File: config.mk
export PLATFORM = sky130hd
export DESIGN_NAME = sample_mul_pipe_rs
export DESIGN_NICKNAME = d
export VERILOG_FILES = /design/src/rtl/sample_mul_pkg.sv /design/src/rtl/sample_mul_rndsat.sv /design/src/rtl/sample_mul_pipe_rs.sv
export SDC_FILE = /design/constraint.sdc
export NUM_CORES = 1
export LEC_CHECK = 0
export ABC_AREA = 1
export BUFFER_PORTS_ARGS = -buffer_cell sky130_fd_sc_hd__buf_2
export CAP_MARGIN = 20
export CORE_ASPECT_RATIO = 0.8
export CORE_MARGIN = 5
export CORE_UTILIZATION = 35
export DETAILED_ROUTE_END_ITERATION = 16
export SKIP_LAST_GASP = 1
export SYNTH_ARGS = -nofsm -noshare
export SYNTH_HDL_FRONTEND = slang
export SYNTH_SLANG_ARGS = --single-unit
File: constraint.sdc
create_clock -name clk -period 9.85 [get_ports clk]
set_clock_uncertainty 0.05 [all_clocks]
set_input_delay 0.4925 -clock clk [delete_from_list [all_inputs] [get_ports clk]]
set_output_delay 0.4925 -clock clk [all_outputs]
set_load 0.03 [all_outputs]
File: src/rtl/sample_mul_pkg.sv
// Shared constants and saturation-bound helpers for the sample-datapath multiplier family.
package sample_mul_pkg;

    localparam int ROUND_TRUNC   = 0;
    localparam int ROUND_HALF_UP = 1;

    localparam int SAT_WRAP  = 0;
    localparam int SAT_CLAMP = 1;

    // Bounds are returned 64 bits wide so callers can compare any narrower sign-extended value.
    function automatic logic signed [63:0] satMax(input int width);
        return (64'sd1 <<< (width - 1)) - 64'sd1;
    endfunction

    function automatic logic signed [63:0] satMin(input int width);
        return -(64'sd1 <<< (width - 1));
    endfunction

endpackage

File: src/rtl/sample_mul_rndsat.sv
// Combinational fixed-point scaler: optional half-up bias, arithmetic shift, then wrap or clamp.
module sample_mul_rndsat
    import sample_mul_pkg::*;
#(
    parameter int IN_WIDTH   = 22,
    parameter int DOUT_WIDTH = 11,
    parameter int FRAC_SHIFT = 0,
    parameter int ROUND_MODE = ROUND_TRUNC,
    parameter int SAT_EN     = SAT_WRAP
) (
    input  logic signed [IN_WIDTH-1:0]   prod_i,
    output logic signed [DOUT_WIDTH-1:0] dout_o,
    output logic                         ovf_o
);

    localparam int BIAS_POS = (FRAC_SHIFT > 0) ? FRAC_SHIFT - 1 : 0;
    localparam logic signed [IN_WIDTH:0] BIAS =
        (ROUND_MODE == ROUND_HALF_UP && FRAC_SHIFT > 0) ?
        ((IN_WIDTH + 1)'(1) << BIAS_POS) : (IN_WIDTH + 1)'(0);

    // One guard bit so adding the bias to the most positive product cannot wrap.
    logic signed [IN_WIDTH:0]     biased;
    logic signed [IN_WIDTH:0]     shifted;
    logic signed [63:0]           shiftedL;
    logic signed [DOUT_WIDTH-1:0] wrapped;
    logic signed [63:0]           wrapL;

    assign biased   = {prod_i[IN_WIDTH-1], prod_i} + BIAS;
    assign shifted  = biased >>> FRAC_SHIFT;
    assign shiftedL = 64'(shifted);
    assign wrapped  = shiftedL[DOUT_WIDTH-1:0];
    assign wrapL    = 64'(wrapped);

    always_comb begin
        dout_o = wrapped;
        ovf_o  = (wrapL != shiftedL);
        if (SAT_EN == SAT_CLAMP) begin
            if (shiftedL > satMax(DOUT_WIDTH)) begin
                dout_o = DOUT_WIDTH'(satMax(DOUT_WIDTH));
                ovf_o  = 1'b1;
            end else if (shiftedL < satMin(DOUT_WIDTH)) begin
                dout_o = DOUT_WIDTH'(satMin(DOUT_WIDTH));
                ovf_o  = 1'b1;
            end else begin
                ovf_o  = 1'b0;
            end
        end
    end

endmodule

File: src/rtl/sample_mul_pipe_rs.sv
// Parametrised pipelined signed multiplier with fixed-point scaling, valid tracking and a
// saturating overflow counter; defaults reproduce the legacy 11x11 two-stage multiplier.
module sample_mul_pipe_rs
    import sample_mul_pkg::*;
#(
    parameter int DIN0_WIDTH = 11,
    parameter int DIN1_WIDTH = 11,
    parameter int DOUT_WIDTH = 11,
    parameter int NUM_STAGE  = 2,
    parameter int FRAC_SHIFT = 0,
    parameter int ROUND_MODE = ROUND_TRUNC,
    parameter int SAT_EN     = SAT_WRAP,
    parameter int CNT_WIDTH  = 16
) (
    input  logic                         clk,
    input  logic                         reset,
    input  logic                         ce,
    input  logic                         in_valid,
    input  logic signed [DIN0_WIDTH-1:0] din0,
    input  logic signed [DIN1_WIDTH-1:0] din1,
    input  logic                         cnt_clr,
    output logic signed [DOUT_WIDTH-1:0] dout,
    output logic                         out_valid,
    output logic                         ovf,
    output logic [CNT_WIDTH-1:0]         ovf_cnt
);

    localparam int PW    = DIN0_WIDTH + DIN1_WIDTH;
    localparam int CHAIN = NUM_STAGE - 2;

    logic signed [DIN0_WIDTH-1:0] opA_q;
    logic signed [DIN1_WIDTH-1:0] opB_q;
    logic                         validIn_q;
    logic signed [PW-1:0]         prodComb;
    logic signed [PW-1:0]         prodFinal;
    logic                         validFinal;
    logic signed [DOUT_WIDTH-1:0] rsDout;
    logic                         rsOvf;
    logic signed [DOUT_WIDTH-1:0] dout_q;
    logic                         ovf_q;
    logic                         validOut_q;
    logic [CNT_WIDTH-1:0]         cnt_q;
    logic [CNT_WIDTH-1:0]         cnt_d;
    logic                         cntInc;

    // Operands load on every ce regardless of valid, as the legacy part did.
    always_ff @(posedge clk) begin
        if (reset) begin
            validIn_q <= 1'b0;
        end else if (ce) begin
            opA_q     <= din0;
            opB_q     <= din1;
            validIn_q <= in_valid;
        end
    end

    assign prodComb = PW'(opA_q) * PW'(opB_q);

    if (CHAIN == 0) begin : g_noChain
        assign prodFinal  = prodComb;
        assign validFinal = validIn_q;
    end else begin : g_chain
        logic signed [PW-1:0] prod_q  [CHAIN];
        logic                 valid_q [CHAIN];

        for (genvar s = 0; s < CHAIN; s++) begin : g_stage
            always_ff @(posedge clk) begin
                if (reset) begin
                    valid_q[s] <= 1'b0;
                end else if (ce) begin
                    prod_q[s]  <= (s == 0) ? prodComb  : prod_q[(s == 0) ? 0 : s - 1];
                    valid_q[s] <= (s == 0) ? validIn_q : valid_q[(s == 0) ? 0 : s - 1];
                end
            end
        end

        assign prodFinal  = prod_q[CHAIN-1];
        assign validFinal = valid_q[CHAIN-1];
    end

    sample_mul_rndsat #(
        .IN_WIDTH   (PW),
        .DOUT_WIDTH (DOUT_WIDTH),
        .FRAC_SHIFT (FRAC_SHIFT),
        .ROUND_MODE (ROUND_MODE),
        .SAT_EN     (SAT_EN)
    ) u_rndsat (
        .prod_i (prodFinal),
        .dout_o (rsDout),
        .ovf_o  (rsOvf)
    );

    always_ff @(posedge clk) begin
        if (reset) begin
            dout_q     <= '0;
            ovf_q      <= 1'b0;
            validOut_q <= 1'b0;
        end else if (ce) begin
            dout_q     <= rsDout;
            ovf_q      <= rsOvf & validFinal;
            validOut_q <= validFinal;
        end
    end

    // A clear that coincides with a counted beat leaves exactly that beat in the count.
    assign cntInc = ce & validFinal & rsOvf;

    always_comb begin
        cnt_d = cnt_q;
        if (cnt_clr) begin
            cnt_d = cntInc ? CNT_WIDTH'(1) : '0;
        end else if (cntInc && (cnt_q != '1)) begin
            cnt_d = cnt_q + CNT_WIDTH'(1);
        end
    end

    always_ff @(posedge clk) begin
        if (reset) begin
            cnt_q <= '0;
        end else begin
            cnt_q <= cnt_d;
        end
    end

    assign dout      = dout_q;
    assign out_valid = validOut_q;
    assign ovf       = ovf_q;
    assign ovf_cnt   = cnt_q;

endmodule

======== Word level (Yosys, flattened, before mapping) ========
Cells that the tools add are included.
storage, ports and cells
  register bits ........................... 52
  word-level logic and storage cells ...... 21
  bits of input ports ..................... 27
  output and inout bits ................... 29
operators by class
  add/sub/neg operators ................... 1
  equality and inequality tests ........... 2
  bitwise logic cells ..................... 4
  reductions and logical operators ........ 3
  $mul .................................... 1
  multiplexer cells ....................... 3
operator list
  operator               number
  $mux 16                2
  $mul 11x11->22         1
  $add 16x1->16 const B  1
  $ne 16x16->1 const B   1
  $ne 1x11->1            1
  $and 1x1->1            3
  $reduce_and 2->1       1
  $reduce_bool 2->1      1
  $logic_and 1x1->1      1
  $mux 1                 1
  $not 1->1              1

======== Longest topological paths before layout ========
Gate-level depths: netlist of the first run.
  word-level depth ........................ 6
  depth in mapped cells ................... 33
  mapped depth without buffers ............ 31

======== Modules after synthesis ========
From an unflattened synthesis of the first run, not the netlist that was laid out.
second synthesis, totals
  cell total of the unflattened synthesis .. 961
  area, all modules ....................... 7367.1 um2
by module, submodules not included
  module              sequential area each (um2)  cells each  instances  area each (um2)
  sample_mul_pipe_rs  1261.2                      927         1          7194.4
  sample_mul_rndsat   0.0                         34          1          172.7

======== Worst setup path after synthesis of the first run ========
OpenSTA, ideal clock, no wires.
  path kind ............................... register -> register
  start ................................... reg opA_q[10]
  end ..................................... reg cnt_q[10] (netlist: ovf_cnt[10])
  setup slack ............................. 4.287 ns
  buffers on the path ..................... 2
  data required time ...................... 9.668 ns
  arrival ................................. 5.381 ns
  library setup time ...................... 0.132 ns
  cell stages (with the launch flop) ...... 30
  clock period less this slack ............ 5.563 ns
  path through ............................ edfxtp_1 clkbuf_1 nand2_1 inv_1 fa_1 inv_1 fa_1 fa_1 fa_1 fa_1 inv_1 ha_1 nand2_1 nor2_1 inv_1 nor2_1 nand2_1 nand2_1 nand2_1 nand3_1 nand2_1 nor2_1 nand2_1 nor2_2 nand2_2 nand3_4 nand2_4 buf_6 nand2_1 a21oi_1
between the ends
  longest elaborated chain between the ends .. 5
ends and longest elaborated chain
  what                         line                       text
  start: declaration           sample_mul_pipe_rs.sv:31   logic signed [DIN0_WIDTH-1:0] opA_q;
  start signal: assignment     sample_mul_pipe_rs.sv:51   opA_q <= din0;
  $mul 11x11->22               sample_mul_pipe_rs.sv:57   assign prodComb = PW'(opA_q) * PW'(opB_q);
  $ne 1x11->1                  sample_mul_rndsat.sv:36    ovf_o = (wrapL != shiftedL);
  $and 1x1->1                  sample_mul_pipe_rs.sv:106  assign cntInc = ce & validFinal & rsOvf;
  $logic_and 1x1->1            sample_mul_pipe_rs.sv:112  end else if (cntInc && (cnt_q != '1)) begin
  $reduce_bool 2->1 (no line)  -
  end signal: assignment       sample_mul_pipe_rs.sv:121  cnt_q <= cnt_d;
  end: declaration             sample_mul_pipe_rs.sv:42   logic [CNT_WIDTH-1:0] cnt_q;
No other way between the ends.
A chain may end at the register's enable or synchronous reset.

======== Worst setup path after layout of the first run ========
  start ................................... reg opB_q[2]
  end ..................................... reg cnt_q[7] (netlist: ovf_cnt[7])
between the ends
  longest elaborated chain between the ends .. 5
ends and longest elaborated chain
  what                         line                       text
  start: declaration           sample_mul_pipe_rs.sv:32   logic signed [DIN1_WIDTH-1:0] opB_q;
  start signal: assignment     sample_mul_pipe_rs.sv:52   opB_q <= din1;
  $mul 11x11->22               sample_mul_pipe_rs.sv:57
  $ne 1x11->1                  sample_mul_rndsat.sv:36
  $and 1x1->1                  sample_mul_pipe_rs.sv:106
  $logic_and 1x1->1            sample_mul_pipe_rs.sv:112
  $reduce_bool 2->1 (no line)  -
No other way between the ends.

==> summary.md, run 1 <==
| Metric | Value |
|---|---|
| CP Launch Type | `flip-flop` |
| Filler instances | `2261` |
| Min cycle time layout | `6.33 ns` |
| Wire per inst | `12.9 um` |
| Setup bufs post-CTS | `0` |
| Outcome | `complete, no violations` |
| Post-synthesis sequential area ratio | `0.168` |
| Worst path arrival time | `6.51 ns` |
| DP HPWL | `13700 um` |
| Final-report hold violation count | `0` |
| Commonest non-fill, non-tap cells in the layout | `nand2_1 (294), inv_1 (224), fa_1 (117)` |
| CTS Sinks | `52` |
| DIE WIDTH | `174 um` |
| Post-CTS resize count | `0` |
| Cell taking the most area after synthesis | `fa_1` |
| CTS buffer count | `5` |
| Core region area | `21400 um^2` |
| Setup CP Type | `reg2reg` |
| Setup TNS | `0 ns` |
| Full die area | `24500 um^2` |
| CTS max path bufs | `2` |
| Via count | `6021` |
| Drt initial violations | `395` |
| Residual DRC | `0` |
| CTS tree | `built` |
| Synth Instances | `983` |
| 1st-pass router iterations | `5` |
| Row count | `48` |
| Max_cap viols | `0` |
| Hold-fix buffers, CTS | `0` |
| Worst rel slew slack | `0.614` |
| DRT Wirelength | `16600 um` |
| H-tree depth | `2` |
| Mapped Nets | `1175` |
| Final worst-path cycle share | `0.643` |
| Post-synthesis cell type count | `34` |
| Data required time at the worst endpoint | `10.02 ns` |
| Warnings from Yosys | `0` |
| Yosys top cell area share | `0.311` |
| Die Y | `141 um` |
| Clk_lat worst skew | `0.30 ns` |
| Vias in the first global route | `6358` |
| Most common cell after layout, fill and taps aside | `nand2_1` |
| First-pass GRT wire length | `30300 um` |
| Fin util | `0.381` |
| FF-to-FF setup slack | `3.52 ns` |
| Async SR Flop Fraction | `0` |
| Share of cells above drive strength 1 | `0.0869` |
| Endpoints failing setup | `0` |
| Total GRT Usage | `0.148` |
| Routability Congestion | `0.844` |
| Synth area leaders | `fa_1 (31%), nand2_1 (15%), inv_1 (11%), edfxtp_1 (8.8%), dfxtp_1 (8.0%)` |
| RSZ-0062 raised after global routing | `no` |
| Post-synth top flop | `dfxtp_1` |
| Area delta synth->final | `8.25%` |
| Clk Tree Root Cell | `clkbuf_16` |
| Netlist Area Pre-Place | `7520 um^2` |
| Antenna viol nets, final | `0` |
| Max-slew violation count | `0` |
| Crit Path Max Fanout | `17` |
| Final nets | `1204` |
| Max Fclk | `0.158 GHz` |
| Initial antenna violation count | `0` |
| Initial Utilization | `0.352` |
| GRT overflow | `0` |
| PortBufs | `55` |
| Mean post-synth cell area | `7.65 um^2` |
| Avg Vias per Cell | `4.67` |
| Number of enable flip-flop cells after synthesis | `22` |
| Inserted Diodes | `0` |
| Crit. End Element | `flip-flop` |
| Synth Register Bits | `52` |
| Clk pin slew, worst setup/hold paths | `0.08 ns` |
| # IOs | `56` |
| Tightest Hold Check Type | `in2reg` |
| Tightest Pin Transition | `0.580 ns` |
| Largest net degree at the start of global routing | `30` |
==> area by class of cell <==
cell class / count / area (um^2) / area share
repair buffers: 56 / 283 / 0.0347
inverters: 224 / 841 / 0.103
clock buffers: 7 / 164 / 0.0201
well taps: 275 / 344 / 0.0422
clock inverters: 1 / 8.76 / 0.00108
multi-input cells: 673 / 5240 / 0.644
flip-flops and latches: 52 / 1260 / 0.155
==> per-stage QoR <==
step	setup slack [ns]	cell area (um^2)	cells	hold slack, ns
global route	3.02	8140	1288	0.292
global placement	3.60	7970	1280	0.399
floorplan	4.29	7520	983	0.391
detailed placement	3.56	7970	1280	0.402
finish	3.52	8140	1288	0.311
CTS	3.53	8140	1288	0.302
==> cell families (layout without fill, tap and decap cells) <==
logic type | after synthesis | in the layout | share of synthesized area
compound gates | 43 | 43 | 0.0299
buf+inv | 258 | 288 | 0.136
xor+xnor | 21 | 21 | 0.0244
simple gates | 444 | 444 | 0.251
flops | 52 | 52 | 0.168
fa+ha+maj | 165 | 165 | 0.391
==> cell usage after synthesis, drive strengths merged, types with 12 or more instances <==
| library cell | number |
|---|---|
| nand2 | 299 |
| inv | 224 |
| fa | 117 |
| nand3 | 64 |
| ha | 48 |
| nor2 | 46 |
| a21oi | 32 |
| dfxtp | 30 |
| clkbuf | 27 |
| edfxtp | 22 |
| xor2 | 13 |
| nand4 | 12 |
==> path summary, 6_finish.rpt <==
check / startpoint / endpoint / depth (start not counted)
setup / recovery: opB_q[2] / ovf_cnt[7] / 26
hold / removal: din1[10] / opB_q[10] / 1
setup reg to reg: opB_q[2] / ovf_cnt[7] / 26
hold reg to reg: dout[4] / dout[4] / 2
==> state kept, by name, indices dropped and copies added (netlist names) <==
signal	count
ovf_cnt	16
opB_q	11
out_valid	1
opA_q	11
dout	11
ovf	1
validFinal	1
==> layer usage <==
| metal | part of all wire | vias up | routed length, um | GRT usage |
|---|---|---|---|---|
| li1 | - | 2975 | - | - |
| met1 | 0.47 | 2917 | 7830 | 0.203 |
| met2 | 0.48 | 112 | 7890 | 0.256 |
| met3 | 0.040 | 17 | 670 | 0.0204 |
| met4 | 0.010 | 0 | 172 | 0.0262 |
| met5 | 0 | - | 0 | 0 |
==> worst max-delay path, cell delays in order, from the launching register on <==
cell and delay, ns:
edfxtp_1 0.59, nand2_1 0.23, inv_1 0.09, fa_1 0.62, fa_1 0.73, inv_1 0.09
fa_1 0.47, fa_1 0.51, fa_1 0.54, inv_1 0.04, ha_1 0.38, nand2_1 0.11
nor2_1 0.24, nand2_1 0.09, inv_1 0.08, nand4_1 0.10, nand3_1 0.18, inv_1 0.08
nand2_1 0.06, nand3_1 0.06, nand2_1 0.07, nor2_1 0.05, nand2_2 0.12, nand3_4 0.21
nand2_4 0.25, nand2_1 0.08, a21oi_1 0.14
Power of run 1 is left out: the tool's default activity adds up to more than one toggle a clock period on the data nets, which glitch-free logic cannot reach.
==> run 2, diff against run 1 <==
==> constraint.sdc (replaced) <==
create_clock -name clk -period 5.7 [get_ports clk]
set_clock_uncertainty 0.05 [all_clocks]
set_input_delay 0.285 -clock clk [delete_from_list [all_inputs] [get_ports clk]]
set_output_delay 0.285 -clock clk [all_outputs]
set_load 0.03 [all_outputs]
==> run 2 against run 1 <==
Global-route usage up 0.26 points. Hold slack lost 0.22 ns. First-iteration DRC count shrank 24%. Setup slack worse by 3.4 ns. Non-clock buffer count grew 68. Sequential share of layout area decreased by 2.0 points. Critical path depth decreased by 1. Core utilization increased by 5.7 points. Die area unchanged. Clock-buffer cell count fell by 2. Highest routed layer unchanged.
==> summary.md, run 2 (synthesis gave the netlist of run 1 again) <==
| Metric | Value |
|---|---|
| Outcome | `complete, no violations` |
| Wire per inst | `13.3 um` |
| CTS tree | `built` |
| Max_cap viols | `0` |
| Multi-input logic area | `5900 um^2` |
| Endpoints failing setup | `0` |
| PortBufs | `55` |
| Data required time at the worst endpoint | `5.89 ns` |
| First-pass GRT wire length | `30700 um` |
| Filler instances | `2136` |
| Antenna viol nets, final | `0` |
| Share of cells above drive strength 1 | `0.258` |
| R2R Path End | `ovf_cnt[12]` |
| Commonest non-fill, non-tap cells in the layout | `nand2_1 (252), inv_1 (209), fa_1 (110)` |
| Inserted Diodes | `0` |
| Area delta synth->final | `24.6%` |
| Routability Congestion | `0.838` |
| 1st-pass router iterations | `4` |
| Final WS setup | `0.163 ns` |
| Min cycle time layout | `5.54 ns` |
| Drt initial violations | `299` |
| CP max stage cell | `fa_2` |
| Initial Utilization | `0.352` |
| Crit-path max cell delay | `0.64 ns` |
| Final nets | `1275` |
| Hold Startpoint | `din1[1]` |
| Reg2Reg Launch Point | `opA_q[10]` |
| Worst path bufs/invs | `6` |
| H-tree depth | `2` |
| Final-report hold violation count | `0` |
| Tightest Pin Transition | `0.818 ns` |
| Area after DPL | `8300 um^2` |
| Most common cell after layout, fill and taps aside | `nand2_1` |
| Die Y | `141 um` |
| Initial antenna violation count | `0` |
| Hold Path End | `opB_q[1]` |
| Largest net degree at the start of global routing | `30` |
| RSZ-0062 raised after global routing | `yes` |
| GRT overflow | `0` |
| Final worst-path cycle share | `0.971` |
| Crit. End Element | `flip-flop` |
| Finished Layout Cells | `1359` |
| # IOs | `56` |
| Clk_lat worst skew | `0.31 ns` |
| CTS buffer count | `5` |
| Cells on worst reg2reg path | `25` |
| Worst rel slew slack | `0.454` |
| Clk Tree Root Cell | `clkbuf_16` |
| Tightest Hold Check Type | `in2reg` |
| Worst slack, placed | `-0.220 ns` |
| DP HPWL | `14200 um` |
| Hold path depth | `1` |
| Setup CP Type | `reg2reg` |
| Largest register FFs | `16` |
| Core region area | `21400 um^2` |
| Residual DRC | `0` |
| CP Launch Type | `flip-flop` |
| CTS Sinks | `52` |
| Max Fclk | `0.181 GHz` |
| Placed insts | `1321` |
| Avg Vias per Cell | `4.67` |
| DIE WIDTH | `174 um` |
| Worst path arrival time | `5.72 ns` |
| Clk pin slew, worst setup/hold paths | `0.08 ns` |
| DRT Wirelength | `18000 um` |
| Hold-fix buffers, CTS | `0` |
| Via count | `6352` |
| Row count | `48` |
| CTS max path bufs | `2` |
| Register Area | `1260 um^2` |
| Full die area | `24500 um^2` |
| FF-to-FF setup slack | `0.16 ns` |
| Crit Path Max Fanout | `8` |
| Max-slew violation count | `0` |
| Total GRT Usage | `0.151` |
| Cell family with most CP delay | `adder cells` |
| Vias in the first global route | `6498` |
| Final instance area | `9370 um^2` |
==> run 2: cell count changes in the layout (fill, tap and decap cells not counted), moves of 14 or more <==
cell	previous run	this run
buf_4	1	51
nand2_1	294	252
nand2_2	4	34
nand3_1	61	45
buf_6	0	15
inv_1	224	209
a21oi_1	32	18
inv_2	0	14
nand2_4	1	15
==> run 2: repair_timing <==
item	in CTS	in global routing
buffers inserted	0	27
setup endpoints to repair	17	17
cloned	0	3
resized for setup	9	169
pin swaps	1	109
==> run 2: worst reg2reg max path, stage by stage (launching register included) <==
cell and delay (ns):
edfxtp_1 0.54, nand2_1 0.13, inv_2 0.05, fa_2 0.64, fa_2 0.50, buf_6 0.15, fa_1 0.49, fa_1 0.55
inv_1 0.05, fa_1 0.49, inv_2 0.05, ha_4 0.23, a21oi_2 0.15, o21ai_1 0.14, a21oi_4 0.16, nand3_4 0.11
inv_2 0.08, nand2_2 0.05, nand3_2 0.05, nand2_2 0.06, nor2_2 0.09, nand2_2 0.08, nand3_4 0.15, buf_6 0.17
nand3_1 0.07, a21oi_1 0.16
==> run 2: layer usage <==
metal / global-route usage / vias up / wire (um)
met4: 0.0304 / 0 / 175
met2: 0.264 / 92 / 8830
met5: 0 / - / 0
li1: - / 3128 / -
met3: 0.0241 / 13 / 689
met1: 0.200 / 3119 / 8340
==> run 2: area by class of cell <==
cell class / instances / share of cell area
Sequential cell: 52 / 0.135
Inverter: 224 / 0.0901
Timing Repair Buffer: 124 / 0.0941
Clock buffer: 5 / 0.0133
Clock inverter: 3 / 0.00214
Multi-Input combinational cell: 676 / 0.629
Tap cell: 275 / 0.0367
==> run 2: how the worst max path moves through the flow <==
stage | endpoint | startpoint | depth (start not counted) | slack, ns
6_report | ovf_cnt[12] | opA_q[10] | 25 | 0.16
3_5_place_dp | ovf_cnt[11] | opA_q[10] | 26 | -0.22
2_1_floorplan | ovf_cnt[10] | opA_q[10] | 29 | 0.14
4_1_cts | ovf_cnt[11] | opA_q[10] | 29 | 0.01
5_1_grt | ovf_cnt[8] | opA_q[10] | 26 | -0.13
3_3_place_gp | ovf_cnt[10] | opA_q[10] | 26 | -0.12
==> run 2: through the flow <==
| stage | util | setup TNS, ns | hold slack, ns |
|---|---|---|---|
| 6_report | 0.438 | 0 | 0.0899 |
| 5_1_grt | 0.438 | -1.40 | 0.0796 |
| 4_1_cts | 0.397 | 0 | 0.0806 |
| 3_5_place_dp | 0.388 | -2.87 | 0.404 |
| 3_3_place_gp | 0.387 | -1.63 | 0.400 |
| 2_1_floorplan | - | 0 | 0.334 |
Power of run 2 is left out for the same reason.
==> run 3, diff against run 2 <==
--- a/config.mk
+++ b/config.mk
@@ -8,10 +8,13 @@
 export ABC_AREA = 1
 export BUFFER_PORTS_ARGS = -buffer_cell sky130_fd_sc_hd__buf_2
 export CAP_MARGIN = 20
+export CELL_PAD_IN_SITES_DETAIL_PLACEMENT = 0
+export CELL_PAD_IN_SITES_GLOBAL_PLACEMENT = 1
 export CORE_ASPECT_RATIO = 0.8
 export CORE_MARGIN = 5
 export CORE_UTILIZATION = 35
 export DETAILED_ROUTE_END_ITERATION = 16
+export PLACE_DENSITY_LB_ADDON = 0.1
 export SKIP_LAST_GASP = 1
 export SYNTH_ARGS = -nofsm -noshare
 export SYNTH_HDL_FRONTEND = slang
==> run 3 against run 2 <==
Final cell count about the same. Die area unchanged. Register-to-register slack worse by 0.02 ns. Final area down 1.3%. Global-route usage up 1.4 points.
==> summary.md, run 3 (synthesis gave the netlist of run 1 again) <==
| Metric | Value |
|---|---|
| Worst path arrival time | `5.75 ns` |
| CTS tree | `built` |
| Worst path bufs/invs | `7` |
| Setup TNS | `0 ns` |
| Final nets | `1274` |
| Via count | `6304` |
| Initial Utilization | `0.352` |
| Outcome | `complete, no violations` |
| Core region area | `21400 um^2` |
| Crit Path Max Fanout | `7` |
| Row count | `48` |
| RSZ-0062 raised after global routing | `yes` |
| Antenna viol nets, final | `0` |
| Largest register FFs | `16` |
| Max-slew violation count | `0` |
| Endpoints failing setup | `0` |
| Clk pin slew, worst setup/hold paths | `0.09 ns` |
| Max Fclk | `0.180 GHz` |
| Share of cells above drive strength 1 | `0.237` |
| Final worst-path cycle share | `0.974` |
| Initial antenna violation count | `0` |
| Wire per inst | `14.1 um` |
| DIE WIDTH | `174 um` |
| DP HPWL | `15800 um` |
| Most common cell after layout, fill and taps aside | `nand2_1` |
| Clk_lat worst skew | `0.32 ns` |
| Hold-fix buffers, CTS | `0` |
| CP Launch Type | `flip-flop` |
| Drt initial violations | `330` |
| DRT Wirelength | `19200 um` |
| Total GRT Usage | `0.165` |
| Area delta synth->final | `23.0%` |
| Inserted Diodes | `0` |
| Filler instances | `2217` |
| H-tree depth | `2` |
| Vias in the first global route | `6710` |
| Final-report hold violation count | `0` |
| CTS max path bufs | `2` |
| Largest net degree at the start of global routing | `30` |
| Multi-input logic area | `5770 um^2` |
| Max_cap viols | `0` |
| Tightest Pin Transition | `0.821 ns` |
| Worst rel slew slack | `0.452` |
| # IOs | `56` |
| 1st-pass router iterations | `4` |
| Tightest Hold Check Type | `in2reg` |
| Residual DRC | `0` |
| Fin util | `0.433` |
| Full die area | `24500 um^2` |
| Commonest non-fill, non-tap cells in the layout | `nand2_1 (262), inv_1 (210), fa_1 (113)` |
| Min cycle time layout | `5.55 ns` |
| Cell family with most CP delay | `adder cells` |
| CTS Sinks | `52` |
| First-pass GRT wire length | `33200 um` |
| Avg Vias per Cell | `4.64` |
| Register Area | `1260 um^2` |
| Clk Tree Root Cell | `clkbuf_16` |
| CP max stage cell | `fa_2` |
| Data required time at the worst endpoint | `5.90 ns` |
| Routability Congestion | `0.800` |
| GRT overflow | `0` |
| CTS buffer count | `5` |
| Crit-path max cell delay | `0.57 ns` |
| Die Y | `141 um` |
| PortBufs | `55` |
| Crit. End Element | `flip-flop` |
| Setup CP Type | `reg2reg` |
-- run 3: cell count changes in the layout (fill, tap and decap cells not counted), moves of 4 or more --
cell / change
nand3_1: +7
buf_6: -6
or2_2: +4
nand2_1: +10
nand2_2: -8
or2_4: -4
nand3_2: -6
-- run 3: final cells by class --
cell class / count / share of cell area
clock buffers: 5 / 0.0135
inverters: 224 / 0.0908
well taps: 275 / 0.0372
flip-flops and latches: 52 / 0.136
clock inverters: 3 / 0.00297
multi-input cells: 676 / 0.624
repair buffers: 123 / 0.0953
-- run 3: layer usage --
metal / vias up / part of all wire / global-route usage
li1: 3128 / - / -
met1: 3090 / 0.49 / 0.230
met2: 77 / 0.47 / 0.284
met3: 9 / 0.032 / 0.0198
met4: 0 / 0.0066 / 0.0258
met5: - / 0 / 0
-- run 3: stage by stage --
step	setup slack (ns)	cells	hold slack, ns	area [um^2]
after floorplan	0.137	983	0.334	7520
after global placement	-0.0512	1337	0.400	8420
after detailed placement	-0.129	1338	0.402	8440
after CTS	0.0102	1349	0.0756	8720
after global routing	-0.141	1358	0.0803	9260
final	0.146	1358	0.0869	9260
-- run 3: timing repair --
| action | CTS | global route |
|---|---|---|
| resized for setup | 22 | 117 |
| setup buffers | 3 | 5 |
| endpoints found under the setup margin | 16 | 17 |
| pin swaps | 5 | 69 |
| gates cloned | 0 | 4 |
-- run 3: final timing paths --
check	startpoint	endpoint	slack (ns)	depth (start not counted)
hold / removal	din1[1]	opB_q[1]	0.09	1
setup reg to reg	opA_q[10]	ovf_cnt[8]	0.15	26
setup / recovery	opA_q[10]	ovf_cnt[8]	0.15	26
hold reg to reg	dout[1]	dout[1]	0.41	2
Power of run 3 is left out for the same reason.
